$ cat src/rtl/writeback_pkg.sv
// Shared constants and types for the register-file writeback scheduler.
// Latency: n/a (types only).  Backpressure: n/a.
package writeback_pkg;
    localparam int XLEN      = 64;
    localparam int ADDR_W    = 5;
    localparam int REG_COUNT = 32;
    localparam int MAX_WAIT  = 4;
    localparam int WAIT_W    = $clog2(MAX_WAIT + 1);

    typedef enum logic [1:0] {
        GRANT_NONE = 2'd0,
        GRANT_ALU  = 2'd1,
        GRANT_LOAD = 2'd2
    } grant_t;

    typedef struct packed {
        logic              valid;
        logic [ADDR_W-1:0] rd;
        logic [XLEN-1:0]   data;
    } wb_entry_t;
endpackage

$ cat src/rtl/writeback_scheduler_if.sv
// Producer, load-issue, decode and register-file signals of the writeback scheduler.
// Latency: n/a.  Backpressure: alu_ready/load_ready are the per-producer grants.
interface writeback_scheduler_if import writeback_pkg::*; ();
    logic              alu_valid;
    logic              alu_ready;
    logic [ADDR_W-1:0] alu_rd;
    logic [XLEN-1:0]   alu_data;
    logic              load_issue_valid;
    logic [ADDR_W-1:0] load_issue_rd;
    logic              load_valid;
    logic              load_ready;
    logic [ADDR_W-1:0] load_rd;
    logic [XLEN-1:0]   load_data;
    logic              dec_valid;
    logic [ADDR_W-1:0] dec_rs1;
    logic [ADDR_W-1:0] dec_rs2;
    logic [ADDR_W-1:0] dec_rd;
    logic              hazard_stall;
    logic              rf_reg_write;
    logic [ADDR_W-1:0] rf_rd_address;
    logic [XLEN-1:0]   rf_write_data;
    logic              rs1_fwd_valid;
    logic [XLEN-1:0]   rs1_fwd_data;
    logic              rs2_fwd_valid;
    logic [XLEN-1:0]   rs2_fwd_data;

    modport master (
        output alu_valid, alu_rd, alu_data, load_issue_valid, load_issue_rd,
               load_valid, load_rd, load_data, dec_valid, dec_rs1, dec_rs2, dec_rd,
        input  alu_ready, load_ready, hazard_stall, rf_reg_write, rf_rd_address,
               rf_write_data, rs1_fwd_valid, rs1_fwd_data, rs2_fwd_valid, rs2_fwd_data
    );

    modport slave (
        input  alu_valid, alu_rd, alu_data, load_issue_valid, load_issue_rd,
               load_valid, load_rd, load_data, dec_valid, dec_rs1, dec_rs2, dec_rd,
        output alu_ready, load_ready, hazard_stall, rf_reg_write, rf_rd_address,
               rf_write_data, rs1_fwd_valid, rs1_fwd_data, rs2_fwd_valid, rs2_fwd_data
    );
endinterface

$ cat src/rtl/writeback_scoreboard.sv
// Busy bit per destination register with a load in flight; three-port lookup.
// Latency: set/clear visible the cycle after the edge.  Backpressure: none.
module writeback_scoreboard import writeback_pkg::*; (
    input  logic                 clock,
    input  logic                 reset_n,
    input  logic                 set_vld,
    input  logic [ADDR_W-1:0]    set_rd,
    input  logic                 clr_vld,
    input  logic [ADDR_W-1:0]    clr_rd,
    input  logic [ADDR_W-1:0]    rs1,
    input  logic [ADDR_W-1:0]    rs2,
    input  logic [ADDR_W-1:0]    rd,
    output logic                 busy_rs1,
    output logic                 busy_rs2,
    output logic                 busy_rd,
    output logic [REG_COUNT-1:0] busy_vec
);
    localparam logic [REG_COUNT-1:0] X0_MASK = {{(REG_COUNT-1){1'b1}}, 1'b0};

    logic [REG_COUNT-1:0] busy;
    logic [REG_COUNT-1:0] set_mask;
    logic [REG_COUNT-1:0] clr_mask;

    always_comb begin
        set_mask = '0;
        clr_mask = '0;
        if (set_vld) set_mask[set_rd] = 1'b1;
        if (clr_vld) clr_mask[clr_rd] = 1'b1;
    end

    // Set is applied after clear so a same-cycle reissue keeps the bit; x0 never busy.
    always_ff @(posedge clock) begin
        if (!reset_n) busy <= '0;
        else          busy <= ((busy & ~clr_mask) | set_mask) & X0_MASK;
    end

    assign busy_rs1 = busy[rs1];
    assign busy_rs2 = busy[rs2];
    assign busy_rd  = busy[rd];
    assign busy_vec = busy;
endmodule

$ cat src/rtl/writeback_scheduler.sv
// Arbitrates ALU vs load results onto the single RF write port; scoreboards loads; WB_BYPASS_EN adds forwarding.
// Latency: 1 cycle grant-to-write.  Backpressure: load wins unless ALU has waited MAX_WAIT cycles.
module writeback_scheduler import writeback_pkg::*; (
    input  logic                  clock,
    input  logic                  reset_n,
    writeback_scheduler_if.slave  bus
);
    logic [WAIT_W-1:0]    wait_cnt;
    grant_t               grant;
    grant_t               last_grant;
    wb_entry_t            sel;
    logic                 busy_rs1;
    logic                 busy_rs2;
    logic                 busy_rd;
    logic [REG_COUNT-1:0] busy_vec;

    always_comb begin
        grant = GRANT_NONE;
        if (reset_n) begin
            if (bus.alu_valid && (!bus.load_valid || wait_cnt == WAIT_W'(MAX_WAIT)))
                grant = GRANT_ALU;
            else if (bus.load_valid)
                grant = GRANT_LOAD;
        end
    end

    assign bus.alu_ready  = (grant == GRANT_ALU);
    assign bus.load_ready = (grant == GRANT_LOAD);

    always_comb begin
        sel = '{valid: 1'b0, rd: bus.rf_rd_address, data: bus.rf_write_data};
        case (grant)
            GRANT_ALU:  sel = '{valid: 1'b1, rd: bus.alu_rd,  data: bus.alu_data};
            GRANT_LOAD: sel = '{valid: 1'b1, rd: bus.load_rd, data: bus.load_data};
            default:    ;
        endcase
    end

    always_ff @(posedge clock) begin
        if (!reset_n) begin
            wait_cnt          <= '0;
            last_grant        <= GRANT_NONE;
            bus.rf_reg_write  <= 1'b0;
            bus.rf_rd_address <= '0;
            bus.rf_write_data <= '0;
        end else begin
            last_grant <= grant;
            if (bus.alu_valid && !bus.alu_ready)
                wait_cnt <= (wait_cnt == WAIT_W'(MAX_WAIT)) ? wait_cnt : wait_cnt + 1'b1;
            else
                wait_cnt <= '0;
            bus.rf_reg_write  <= sel.valid && (sel.rd != '0);
            bus.rf_rd_address <= sel.rd;
            bus.rf_write_data <= sel.data;
        end
    end

    writeback_scoreboard u_scoreboard (
        .clock    (clock),
        .reset_n  (reset_n),
        .set_vld  (bus.load_issue_valid && (bus.load_issue_rd != '0)),
        .set_rd   (bus.load_issue_rd),
        .clr_vld  (bus.load_ready),
        .clr_rd   (bus.load_rd),
        .rs1      (bus.dec_rs1),
        .rs2      (bus.dec_rs2),
        .rd       (bus.dec_rd),
        .busy_rs1 (busy_rs1),
        .busy_rs2 (busy_rs2),
        .busy_rd  (busy_rd),
        .busy_vec (busy_vec)
    );

`ifdef WB_BYPASS_EN
    assign bus.rs1_fwd_valid = bus.rf_reg_write && (bus.rf_rd_address == bus.dec_rs1) && (bus.dec_rs1 != '0);
    assign bus.rs2_fwd_valid = bus.rf_reg_write && (bus.rf_rd_address == bus.dec_rs2) && (bus.dec_rs2 != '0);
    assign bus.rs1_fwd_data  = bus.rf_write_data;
    assign bus.rs2_fwd_data  = bus.rf_write_data;
    assign bus.hazard_stall  = reset_n && bus.dec_valid && (busy_rs1 || busy_rs2 || busy_rd);
`else
    // Without forwarding, a source matching the value being written now must wait one cycle.
    logic wb_hit;
    assign wb_hit = bus.rf_reg_write && (bus.rf_rd_address != '0) &&
                    ((bus.rf_rd_address == bus.dec_rs1) || (bus.rf_rd_address == bus.dec_rs2));
    assign bus.rs1_fwd_valid = 1'b0;
    assign bus.rs2_fwd_valid = 1'b0;
    assign bus.rs1_fwd_data  = '0;
    assign bus.rs2_fwd_data  = '0;
    assign bus.hazard_stall  = reset_n && bus.dec_valid && (busy_rs1 || busy_rs2 || busy_rd || wb_hit);
`endif

    always_ff @(posedge clock) begin
        if (reset_n) begin
            a_issue_busy: assert (!(bus.load_issue_valid && bus.load_issue_rd != '0) ||
                                  !busy_vec[bus.load_issue_rd] ||
                                  (bus.load_ready && bus.load_rd == bus.load_issue_rd));
            a_return_idle: assert (!bus.load_valid || bus.load_rd == '0 || busy_vec[bus.load_rd]);
            a_alu_busy: assert (!(bus.alu_valid && bus.alu_rd != '0) || !busy_vec[bus.alu_rd]);
            a_write_src: assert (!bus.rf_reg_write || last_grant != GRANT_NONE);
        end
    end
endmodule

$ cat src/flat_wrapper.sv
// flat-port wrapper written by rule: the top's interface ports become plain ports
module writeback_scheduler_flat import writeback_pkg::*;
  (clock, reset_n, bus_alu_valid, bus_alu_rd, bus_alu_data, bus_load_issue_valid, bus_load_issue_rd, bus_load_valid, bus_load_rd, bus_load_data, bus_dec_valid, bus_dec_rs1, bus_dec_rs2, bus_dec_rd, bus_alu_ready, bus_load_ready, bus_hazard_stall, bus_rf_reg_write, bus_rf_rd_address, bus_rf_write_data, bus_rs1_fwd_valid, bus_rs1_fwd_data, bus_rs2_fwd_valid, bus_rs2_fwd_data);
  writeback_scheduler_if bus_i ();
  input  logic clock;
  input  logic reset_n;
  input wire logic [$bits(bus_i.alu_valid)-1:0] bus_alu_valid;
  input wire logic [$bits(bus_i.alu_rd)-1:0] bus_alu_rd;
  input wire logic [$bits(bus_i.alu_data)-1:0] bus_alu_data;
  input wire logic [$bits(bus_i.load_issue_valid)-1:0] bus_load_issue_valid;
  input wire logic [$bits(bus_i.load_issue_rd)-1:0] bus_load_issue_rd;
  input wire logic [$bits(bus_i.load_valid)-1:0] bus_load_valid;
  input wire logic [$bits(bus_i.load_rd)-1:0] bus_load_rd;
  input wire logic [$bits(bus_i.load_data)-1:0] bus_load_data;
  input wire logic [$bits(bus_i.dec_valid)-1:0] bus_dec_valid;
  input wire logic [$bits(bus_i.dec_rs1)-1:0] bus_dec_rs1;
  input wire logic [$bits(bus_i.dec_rs2)-1:0] bus_dec_rs2;
  input wire logic [$bits(bus_i.dec_rd)-1:0] bus_dec_rd;
  output wire logic [$bits(bus_i.alu_ready)-1:0] bus_alu_ready;
  output wire logic [$bits(bus_i.load_ready)-1:0] bus_load_ready;
  output wire logic [$bits(bus_i.hazard_stall)-1:0] bus_hazard_stall;
  output wire logic [$bits(bus_i.rf_reg_write)-1:0] bus_rf_reg_write;
  output wire logic [$bits(bus_i.rf_rd_address)-1:0] bus_rf_rd_address;
  output wire logic [$bits(bus_i.rf_write_data)-1:0] bus_rf_write_data;
  output wire logic [$bits(bus_i.rs1_fwd_valid)-1:0] bus_rs1_fwd_valid;
  output wire logic [$bits(bus_i.rs1_fwd_data)-1:0] bus_rs1_fwd_data;
  output wire logic [$bits(bus_i.rs2_fwd_valid)-1:0] bus_rs2_fwd_valid;
  output wire logic [$bits(bus_i.rs2_fwd_data)-1:0] bus_rs2_fwd_data;
  assign bus_i.alu_valid = bus_alu_valid;
  assign bus_i.alu_rd = bus_alu_rd;
  assign bus_i.alu_data = bus_alu_data;
  assign bus_i.load_issue_valid = bus_load_issue_valid;
  assign bus_i.load_issue_rd = bus_load_issue_rd;
  assign bus_i.load_valid = bus_load_valid;
  assign bus_i.load_rd = bus_load_rd;
  assign bus_i.load_data = bus_load_data;
  assign bus_i.dec_valid = bus_dec_valid;
  assign bus_i.dec_rs1 = bus_dec_rs1;
  assign bus_i.dec_rs2 = bus_dec_rs2;
  assign bus_i.dec_rd = bus_dec_rd;
  assign bus_alu_ready = bus_i.alu_ready;
  assign bus_load_ready = bus_i.load_ready;
  assign bus_hazard_stall = bus_i.hazard_stall;
  assign bus_rf_reg_write = bus_i.rf_reg_write;
  assign bus_rf_rd_address = bus_i.rf_rd_address;
  assign bus_rf_write_data = bus_i.rf_write_data;
  assign bus_rs1_fwd_valid = bus_i.rs1_fwd_valid;
  assign bus_rs1_fwd_data = bus_i.rs1_fwd_data;
  assign bus_rs2_fwd_valid = bus_i.rs2_fwd_valid;
  assign bus_rs2_fwd_data = bus_i.rs2_fwd_data;
  writeback_scheduler u_core (.clock(clock), .reset_n(reset_n), .bus(bus_i));
endmodule
$ cat config.mk
export PLATFORM = sky130hd
export DESIGN_NAME = writeback_scheduler_flat
export DESIGN_NICKNAME = d
export VERILOG_FILES = /design/src/rtl/writeback_pkg.sv /design/src/rtl/writeback_scheduler_if.sv /design/src/rtl/writeback_scoreboard.sv /design/src/rtl/writeback_scheduler.sv /design/src/flat_wrapper.sv
export SDC_FILE = /design/constraint.sdc
export NUM_CORES = 1
export LEC_CHECK = 0
export CAP_MARGIN = 20
export CORE_AREA = 2 2 143 145
export CTS_BUF_LIST = sky130_fd_sc_hd__clkbuf_2 sky130_fd_sc_hd__clkbuf_4 sky130_fd_sc_hd__clkbuf_8
export CTS_CLUSTER_SIZE = 28
export DETAILED_ROUTE_END_ITERATION = 16
export DIE_AREA = 0 0 145 147
export HOLD_SLACK_MARGIN = 0.03
export PLACE_DENSITY = 0.71
export SLEW_MARGIN = 20
export SYNTH_ARGS = -nofsm -noshare
export SYNTH_HDL_FRONTEND = slang
export SYNTH_SLANG_ARGS = --single-unit
$ cat constraint.sdc
create_clock -name clock -period 8.3 [get_ports clock]
set_clock_uncertainty 0.05 [all_clocks]
set_input_delay 1.66 -clock clock [delete_from_list [all_inputs] [get_ports clock]]
set_output_delay 1.66 -clock clock [all_outputs]
set_load 0.05 [all_outputs]
* After elaboration in Yosys (flattened, before gate mapping)
Index checks and enable logic that the tools add are counted.
** Storage, ports and cells
- Register bits after elaboration :: 105
- Input bits :: 164
- Word-level logic and storage cells :: 60
** Cells by class
- $add $sub $neg :: 1
- $lt $le $gt $ge :: 7
- Equal/unequal tests :: 5
- Muxes and demuxes :: 16
- Bitwise operators :: 3
- Reduce and logical (&&, ||, !) cells :: 22
** Operator list (number)
- $pmux 70 s2 :: 1
- $mux 32 :: 2
- $and 32x32->32 :: 1
- $not 32->32 :: 1
- $or 32x32->32 :: 1
- $lt 5x6->1 const B :: 5
- $bmux 1 s5 :: 3
- $reduce_bool 5->1 :: 3
- $demux 1 s5 :: 2
- $eq 5x5->1 :: 2
- $ge 5x1->1 const B :: 2
- $logic_and 1x1->1 :: 10
- $mux 2 :: 3
- $logic_or 1x1->1 :: 5
- $mux 1 :: 5
- $add 3x1->3 const B :: 1
- $eq 3x3->1 const B :: 1
- $eq 2x1->1 const B :: 1
- $eq 2x2->1 const B :: 1
- $logic_not 1->1 :: 2
- $reduce_and 2->1 :: 1
- $reduce_bool 2->1 :: 1

* Longest topological paths before layout
Gate-level depths: netlist of the first run.
- Depth after elaboration :: 10
- Gate-level depth with buffers :: 13
- Depth with buffers taken out :: 11

* By module
A second synthesis of the first run with hierarchy kept.
** Second synthesis, totals
- Cell total of the unflattened synthesis :: 832
- Area total of the unflattened synthesis :: 6751.5 um^2
** By module, submodules not included
- writeback_scheduler :: times used 1, cells each 566, area an instance 4504.3 um^2, sequential area each 1461.4 um^2
- writeback_scoreboard :: times used 1, cells each 266, area an instance 2247.2 um^2, sequential area each 620.6 um^2

* Worst setup path before layout of the first run
Ideal clock, no wire load.
- Path kind :: input to output
- Start point :: input bus_dec_rs2[0]
- End point :: output bus_hazard_stall
- Data arrival time :: 3604 ps
- Required time :: 6590 ps
- Path slack :: 2986 ps
- Stages :: 7
- Path buffers :: 1
- Cell sequence :: buf_6 -> mux4_2 -> nor2b_1 -> or4_1 -> nand4_1 -> nor4_1 -> a41oi_1
** Between the ends
- Word-level cells in the longest chain between the ends :: 6
- Elaborated cells between the ends (all ways) :: 9
- Classes of those cells :: 1 x eq/ne; 2 x mux; 6 x reduce/logical
** Ends and longest elaborated chain
- from (decl) :: line flat_wrapper.sv:17 : input wire logic [$bits(bus_i.dec_rs2)-1:0] bus_dec_rs2;
- $bmux 1 s5 :: line writeback_scoreboard.sv:38 : assign busy_rs2 = busy[rs2];
- $mux 1 (not written as such) :: line writeback_scoreboard.sv:38
- $logic_or 1x1->1 (2 in series) :: line writeback_scheduler.sv:89 : assign bus.hazard_stall = reset_n && bus.dec_valid && (busy_rs1 || busy_rs2 || busy_rd || wb_hit);
- $logic_or 1x1->1 (*) :: line writeback_scheduler.sv:89
- $logic_and 1x1->1 (*) :: line writeback_scheduler.sv:89
- to (decl) :: line flat_wrapper.sv:21 : output wire logic [$bits(bus_i.hazard_stall)-1:0] bus_hazard_stall;
Mark *: on every way between the ends. The rest lies on a longest branch, timed or not. The select of a mux whose other input is x is not followed.

* Worst setup path after layout of the first run
- Start point :: input bus_dec_rs1[1]
- End point :: output bus_hazard_stall
** Between the ends
- Word-level cells in the longest chain between the ends :: 6
- Elaborated cells between the ends (all ways) :: 9
- Classes of those cells :: 1 x eq/ne; 2 x mux; 6 x reduce/logical
** Ends and longest elaborated chain
- from (decl) :: line flat_wrapper.sv:16 : input wire logic [$bits(bus_i.dec_rs1)-1:0] bus_dec_rs1;
- $bmux 1 s5 :: line writeback_scoreboard.sv:37 : assign busy_rs1 = busy[rs1];
- $mux 1 (not written as such) :: line writeback_scoreboard.sv:37
- $logic_or 1x1->1 (2 in series) :: line writeback_scheduler.sv:89
- $logic_or 1x1->1 (*) :: line writeback_scheduler.sv:89
- $logic_and 1x1->1 (*) :: line writeback_scheduler.sv:89
Marked as above.

==> results of run 1 <==
critical path, stage by stage:
cell and delay, ps:
clkdlybuf4s50_1 1050, xnor2_1 190, nand3_1 100, nor3_1 210
o221ai_1 180, and3_1 180, a41oi_1 230, clkdlybuf4s50_1 840
cells in the mapped netlist, types with 2 or more instances:
master and count:
ha_1 4, or3b_2 2, a311oi_1 2, mux4_1 2
nand3b_1 5, and3_1 6, or4_1 2, buf_2 4
nand4b_1 2, nor3b_1 4, xor2_1 4, o21ai_0 57
nor4_1 2, nor3_1 4, dfxtp_1 104, buf_6 3
buf_1 9, a21oi_1 65, nand3_1 12, inv_1 10
nor2_1 100, o2111ai_1 2, xnor2_1 7, mux4_2 8
mux2i_1 23, a21boi_0 15, mux2_2 2, nand2_1 77
a22oi_1 73, o211ai_1 2, buf_4 131, clkbuf_1 38
and2_1 25, nor2b_1 11
final cells by class:
type | count | share of cell area (%)
multi-input cells | 660 | 42.19
repair buffers | 240 | 27.32
flip-flops and latches | 104 | 23.77
well taps | 270 | 3.858
clock buffers | 9 | 1.414
clock inverters | 7 | 0.9716
inverters | 10 | 0.4429
diodes | 1 | 0.02858
cells by family (layout without fill, tap and decap cells):
family | Yosys count | count (layout) | share of synthesized area (%)
other cells | 1 | 131 | 0.05744
compound gates | 223 | 223 | 21.27
buf+inv | 195 | 266 | 19.16
fa+ha+maj | 4 | 4 | 0.7666
flops | 104 | 104 | 31.89
xor+xnor | 11 | 11 | 1.476
mux | 35 | 35 | 7.436
simple gates | 257 | 257 | 17.94
power by group through the flow:
| stage | registers, mW | logic (mW) | clock network, mW |
|---|---|---|---|
| finish | 0.522 | 0.400 | 0.346 |
| global route | 0.524 | 0.424 | 0.381 |
| CTS | 0.522 | 0.400 | 0.360 |
| detailed placement | 0.534 | 0.399 | 0 |
| global placement | 0.533 | 0.398 | 0 |
| floorplan | 0.570 | 0.279 | 0 |
worst max-delay path by stage:
stage | start | endpoint | slack [ps] | cells past startpoint
after floorplan | bus_dec_rs2[0] | bus_hazard_stall | 2990 | 7
after global placement | bus_dec_rd[0] | bus_hazard_stall | 1970 | 8
after detailed placement | bus_dec_rd[0] | bus_hazard_stall | 1960 | 8
after CTS | bus_dec_rd[0] | bus_hazard_stall | 1950 | 8
after global routing | bus_dec_rs1[1] | bus_hazard_stall | 1810 | 8
final | bus_dec_rs1[1] | bus_hazard_stall | 1940 | 8
state kept, by name (all words and copies together), names as in the netlist:
| name | cells |
|---|---|
| u_core.bus.rf_write_data | 64 |
| u_core.u_scoreboard.busy_vec | 31 |
| u_core.wait_cnt | 3 |
| u_core.bus.rf_rd_address | 5 |
| u_core.bus.rf_reg_write | 1 |
through the flow:
step	util [%]	std cells	instance area [um^2]	total power, mW	setup slack [ps]
floorplan	-	959	7013	0.8494	2986
global placement	43.06	1284	8544	0.9313	1974
detailed placement	43.06	1284	8544	0.9323	1958
CTS	44.11	1300	8753	1.282	1951
global route	44.13	1301	8757	1.329	1806
finish	44.13	1301	8757	1.268	1944
layer usage:
metal,wire length (um),GRT usage [%],vias up
li1,-,-,3007
met1,8477,23.52,2825
met2,9449,30.17,301
met3,1925,5.497,10
met4,170,4.406,2
met5,13,0,-
==> impl_metrics.csv, run 1 <==
group,metric,value,unit
pwr,power_frac_clock,27.3,%
min_path,hold_start,"u_core.bus.rf_write_data[54]$_SDFFE_PN0P_",
sta,max_freq,157.3,MHz
setup_path,critPathKind,"in2out",
flow_run,cap_viol_max_count,0,
setup_path,crit_required,6590,ps
run_status,status,"completed",
cts,hold_buffers,0,
drt,wire_per_inst,15.40,um
logic_synthesis,syn_area_per_cell,7.866,um^2
pwr,powerDensity,144.8,nW/um^2
logic_synthesis,ys_types,47,
floorplan,rows,52,
setup_path,cp-start-kind,"primary input",
final_layout,syn_to_final_growth,34.13,%
pwr,p_int,788.1,uW
cts,clkTransAtPathRegs,100,ps
final_layout,fillers,1991,
floorplan,die_w,145,um
logic_synthesis,seq_area_frac_synth,31.89,%
cts,root_buffer,"clkbuf_8",
min_path,hold_end,"u_core.bus.rf_write_data[54]$_SDFFE_PN0P_",
floorplan,start_util,32.90,%
sta,whs,442.9,ps
setup_path,worstPathMaxFanout,16,
min_path,hold_class,"reg2reg",
final_layout,nNetsFinal,1193,
floorplan,core-area,19840,um^2
floorplan,pin_count,367,
floorplan,dieArea,21320,um^2
final_layout,regArea,2082,um^2
final_layout,final_common_cell,"clkdlybuf4s50_1",
pwr,ir_drop,65.04,uV
drt,num_vias,6145,
drt,drc_errors,0,
sta,fin_setup_tns,0,ps
sta,worst_slew_pin_slew,1004,ps
global_route,grt_pass1_wl,31120,um
placement,io_buffers,236,
final_layout,multi_input_area,3695,um^2
cts,post_cts_resized,0,
logic_synthesis,synthCells,830,
cts,clkSinkCount,104,
drt,first_pass_iters,5,
sta,rsz0062_at_grt,"false",
setup_path,endpoint_kind,"output pin",
global_route,overflow,0,
sta,timing.final.crit_share,76.58,%
logic_synthesis,synthArstFlopShare,0,%
pwr,swShare,37.87,%
placement,dpl.hpwl,14780,um
sta,slew_viol_final,0,
sta,finalHoldViolCount,0,
cts,post_cts_buffers,0,
cts,cts_buffer_depth,2,
drt,via_per_inst,4.723,
logic_synthesis,synth_edf_count,0,
pwr,pwr-share-comb,31.5,%
pwr,seq_power_share,41.2,%
global_route,antenna_found_initial,2,
sta,max_slew_margin,32.88,%
cts,cts_made_buffers,9,
logic_synthesis,synth_area_leaders,"dfxtp_1 (32%), buf_4 (15%), a22oi_1 (8.4%)",
cts,cts-htree-levels,3,
setup_path,worstPathArrival,4650,ps
setup_path,r2r_slack,5240,ps
floorplan,die_h,147,um
global_route,grt_pass1_vias,5657,
global_route,grt_max_degree,80,
sta,setup_violations,0,
cts,cts_tree,"built",
setup_path,reg2regPathDepth,12,
drt,drtIter0Drc,368,
final_layout,layout-drive-gt1-share,3.592,%
logic_synthesis,ys_seq_elements,104,
logic_synthesis,synth_flop_cell,"dfxtp_1",
drt,ant_nets,0,
logic_synthesis,syn_area,6529,um^2
setup_path,r2r_end,"u_core.bus.rf_reg_write$_SDFF_PN0_",
drt,wl,20040,um
logic_synthesis,synth_top_area_share,31.89,%
placement,place_congestion,0.9335,
final_layout,final_cell_mix,"clkdlybuf4s50_1 (236), conb_1 (130), dfxtp_1 (104)",
logic_synthesis,yosys.area.top_type,"dfxtp_1",
setup_path,r2r_start,"u_core.wait_cnt[0]$_SDFFE_PN0N_",
global_route,grt_use_total,18.28,%
cts,clk_latency,380,ps
sta,period_needed,6356,ps
min_path,hold_depth,2,
pwr,p_leak,3.269,nW
pwr,p_sw,480.3,uW
logic_synthesis,yosysWarnings,0,
Power figures use the tool's default switching activity.
==> run 2, diff against run 1 <==
Settings changed: CORE_AREA 2 2 143 145 to 2 2 142 144, DIE_AREA 0 0 145 147 to 0 0 144 146, PLACE_DENSITY 0.71 to 0.74.
Clock period 8.3 ns to 5.4 ns, I/O delays scaled along.
==> impl_metrics.csv, run 2 (synthesis gave the netlist of run 1 again) <==
group,metric,value,unit
run_status,status,"completed",
sta,finalHoldViolCount,0,
final_layout,final_cell_mix,"clkdlybuf4s50_1 (233), conb_1 (130), dfxtp_1 (104)",
drt,ant_nets,0,
sta,worst_slew_pin_slew,1055,ps
drt,drtIter0Drc,392,
setup_path,critPathKind,"in2out",
floorplan,die_w,144,um
cts,clkSinkCount,104,
sta,max_slew_margin,29.54,%
drt,first_pass_iters,6,
floorplan,pin_count,367,
min_path,hold_class,"reg2reg",
setup_path,worstPathMaxFanout,11,
pwr,powerDensity,221.1,nW/um^2
placement,io_buffers,236,
final_layout,final_common_cell,"clkdlybuf4s50_1",
setup_path,crit_required,4270,ps
global_route,antenna_found_initial,3,
cts,clk_latency,380,ps
floorplan,dieArea,21020,um^2
setup_path,endpoint_kind,"output pin",
drt,wire_per_inst,15.48,um
final_layout,nNetsFinal,1197,
cts,clkTransAtPathRegs,100,ps
cts,root_buffer,"clkbuf_8",
sta,timing.final.crit_share,86.57,%
drt,via_per_inst,4.791,
sta,period_needed,4675,ps
drt,drc_errors,0,
floorplan,die_h,146,um
global_route,grt_busiest_layer,"met2",
cts,cts_tree,"built",
setup_path,worstPathArrival,3540,ps
drt,wl,20110,um
placement,place_congestion,0.8861,
setup_path,cp-start-kind,"primary input",
global_route,grt_use_total,18.50,%
sta,fin_setup_tns,0,ps
sta,rsz0062_at_grt,"false",
sta,setup_violations,0,
final_layout,fillers,1920,
drt,num_vias,6223,
flow_run,cap_viol_max_count,0,
final_layout,regMostFlops,"u_core.bus.rf_write_data",
sta,max_freq,213.9,MHz
final_layout,largest_reg_flops,64,
cts,post_cts_resized,0,
floorplan,core-area,19330,um^2
cts,cts-htree-levels,3,
final_layout,n_antenna_cell,0,
global_route,grt_pass1_wl,30400,um
global_route,grtUsageMet1,23.39,%
floorplan,rows,51,
global_route,grt_max_degree,68,
cts,post_cts_buffers,0,
pwr,p_leak,3.286,nW
pwr,finalPower,1.944,mW
global_route,overflow,0,
floorplan,start_util,33.77,%
global_route,gr-usage-met3,4.442,%
sta,slew_viol_final,0,
final_layout,syn_to_final_growth,34.71,%
global_route,grt_pass1_vias,5620,
final_layout,layout-drive-gt1-share,4.352,%
cts,cts_buffer_depth,2,
cts,cts_made_buffers,9,
cts,hold_buffers,0,
global_route,grt_use_met2,30.95,%
pwr,ir_drop,142.7,uV
placement,dpl.hpwl,15180,um
==> run 2: changes by cell type in the layout (fill, tap and decap cells not counted), moves of 2 or more <==
cell / change
buf_12: +2
clkinvlp_4: +4
buf_4: +5
clkinv_4: -2
inv_6: -2
clkdlybuf4s50_1: -3
==> run 2: per-layer routing <==
layer | vias to the layer above | wire [um] | share of wire [%]
li1 | 3010 | - | -
met3 | 23 | 1925 | 9.6
met2 | 326 | 9733 | 48
met1 | 2860 | 8134 | 40
met4 | 4 | 291 | 1.4
met5 | - | 27 | 0.13
==> run 2: area by class of cell <==
cell class / count / area [um^2] / area share (%)
Clock buffer: 9 / 123.9 / 1.408
Sequential cell: 104 / 2082 / 23.67
Multi-Input combinational cell: 660 / 3700 / 42.07
Clock inverter: 7 / 80.08 / 0.9105
Timing Repair Buffer: 244 / 2440 / 27.74
Inverter: 10 / 37.54 / 0.4268
Tap cell: 265 / 331.6 / 3.770
==> run 2: critical path: stages <==
cell and delay [ps]:
clkdlybuf4s50_1 830, mux4_1 640, a2bb2oi_1 150, nand4b_1 100, nand4_1 90, nor4_1 280, a41oi_1 160, buf_4 220
==> run 2: worst paths after layout <==
| check | slack [ps] | to | depth (start not counted) | start |
|---|---|---|---|---|
| max | 730 | bus_hazard_stall | 8 | bus_dec_rd[0] |
| min | 450 | u_core.bus.rf_write_data[54]$_SDFFE_PN0P_ | 2 | u_core.bus.rf_write_data[54]$_SDFFE_PN0P_ |
| max reg2reg | 2640 | u_core.bus.rf_write_data[41]$_SDFFE_PN0P_ | 11 | u_core.wait_cnt[0]$_SDFFE_PN0N_ |
| min reg2reg | 450 | u_core.bus.rf_write_data[54]$_SDFFE_PN0P_ | 2 | u_core.bus.rf_write_data[54]$_SDFFE_PN0P_ |
==> run 2: per-stage QoR <==
| stage | cell area, um^2 | util [%] | setup slack, ps | hold WS (ps) | cells |
|---|---|---|---|---|---|
| floorplan | 7013 | - | 1246 | 420.1 | 959 |
| global placement | 8586 | 44.41 | 759.5 | 415.3 | 1283 |
| detailed placement | 8586 | 44.41 | 702.6 | 425.0 | 1283 |
| CTS | 8790 | 45.46 | 699.7 | 449.9 | 1299 |
| global route | 8795 | 45.49 | 579.8 | 476.8 | 1299 |
| finish | 8795 | 45.49 | 725.3 | 447.1 | 1299 |
==> run 2: where the power goes <==
part           switching [mW]  internal (mW)  leakage, nW
clock                   0.302          0.219       0.0900
sequential             0.0153          0.788        0.842
combinational           0.417          0.202         2.35
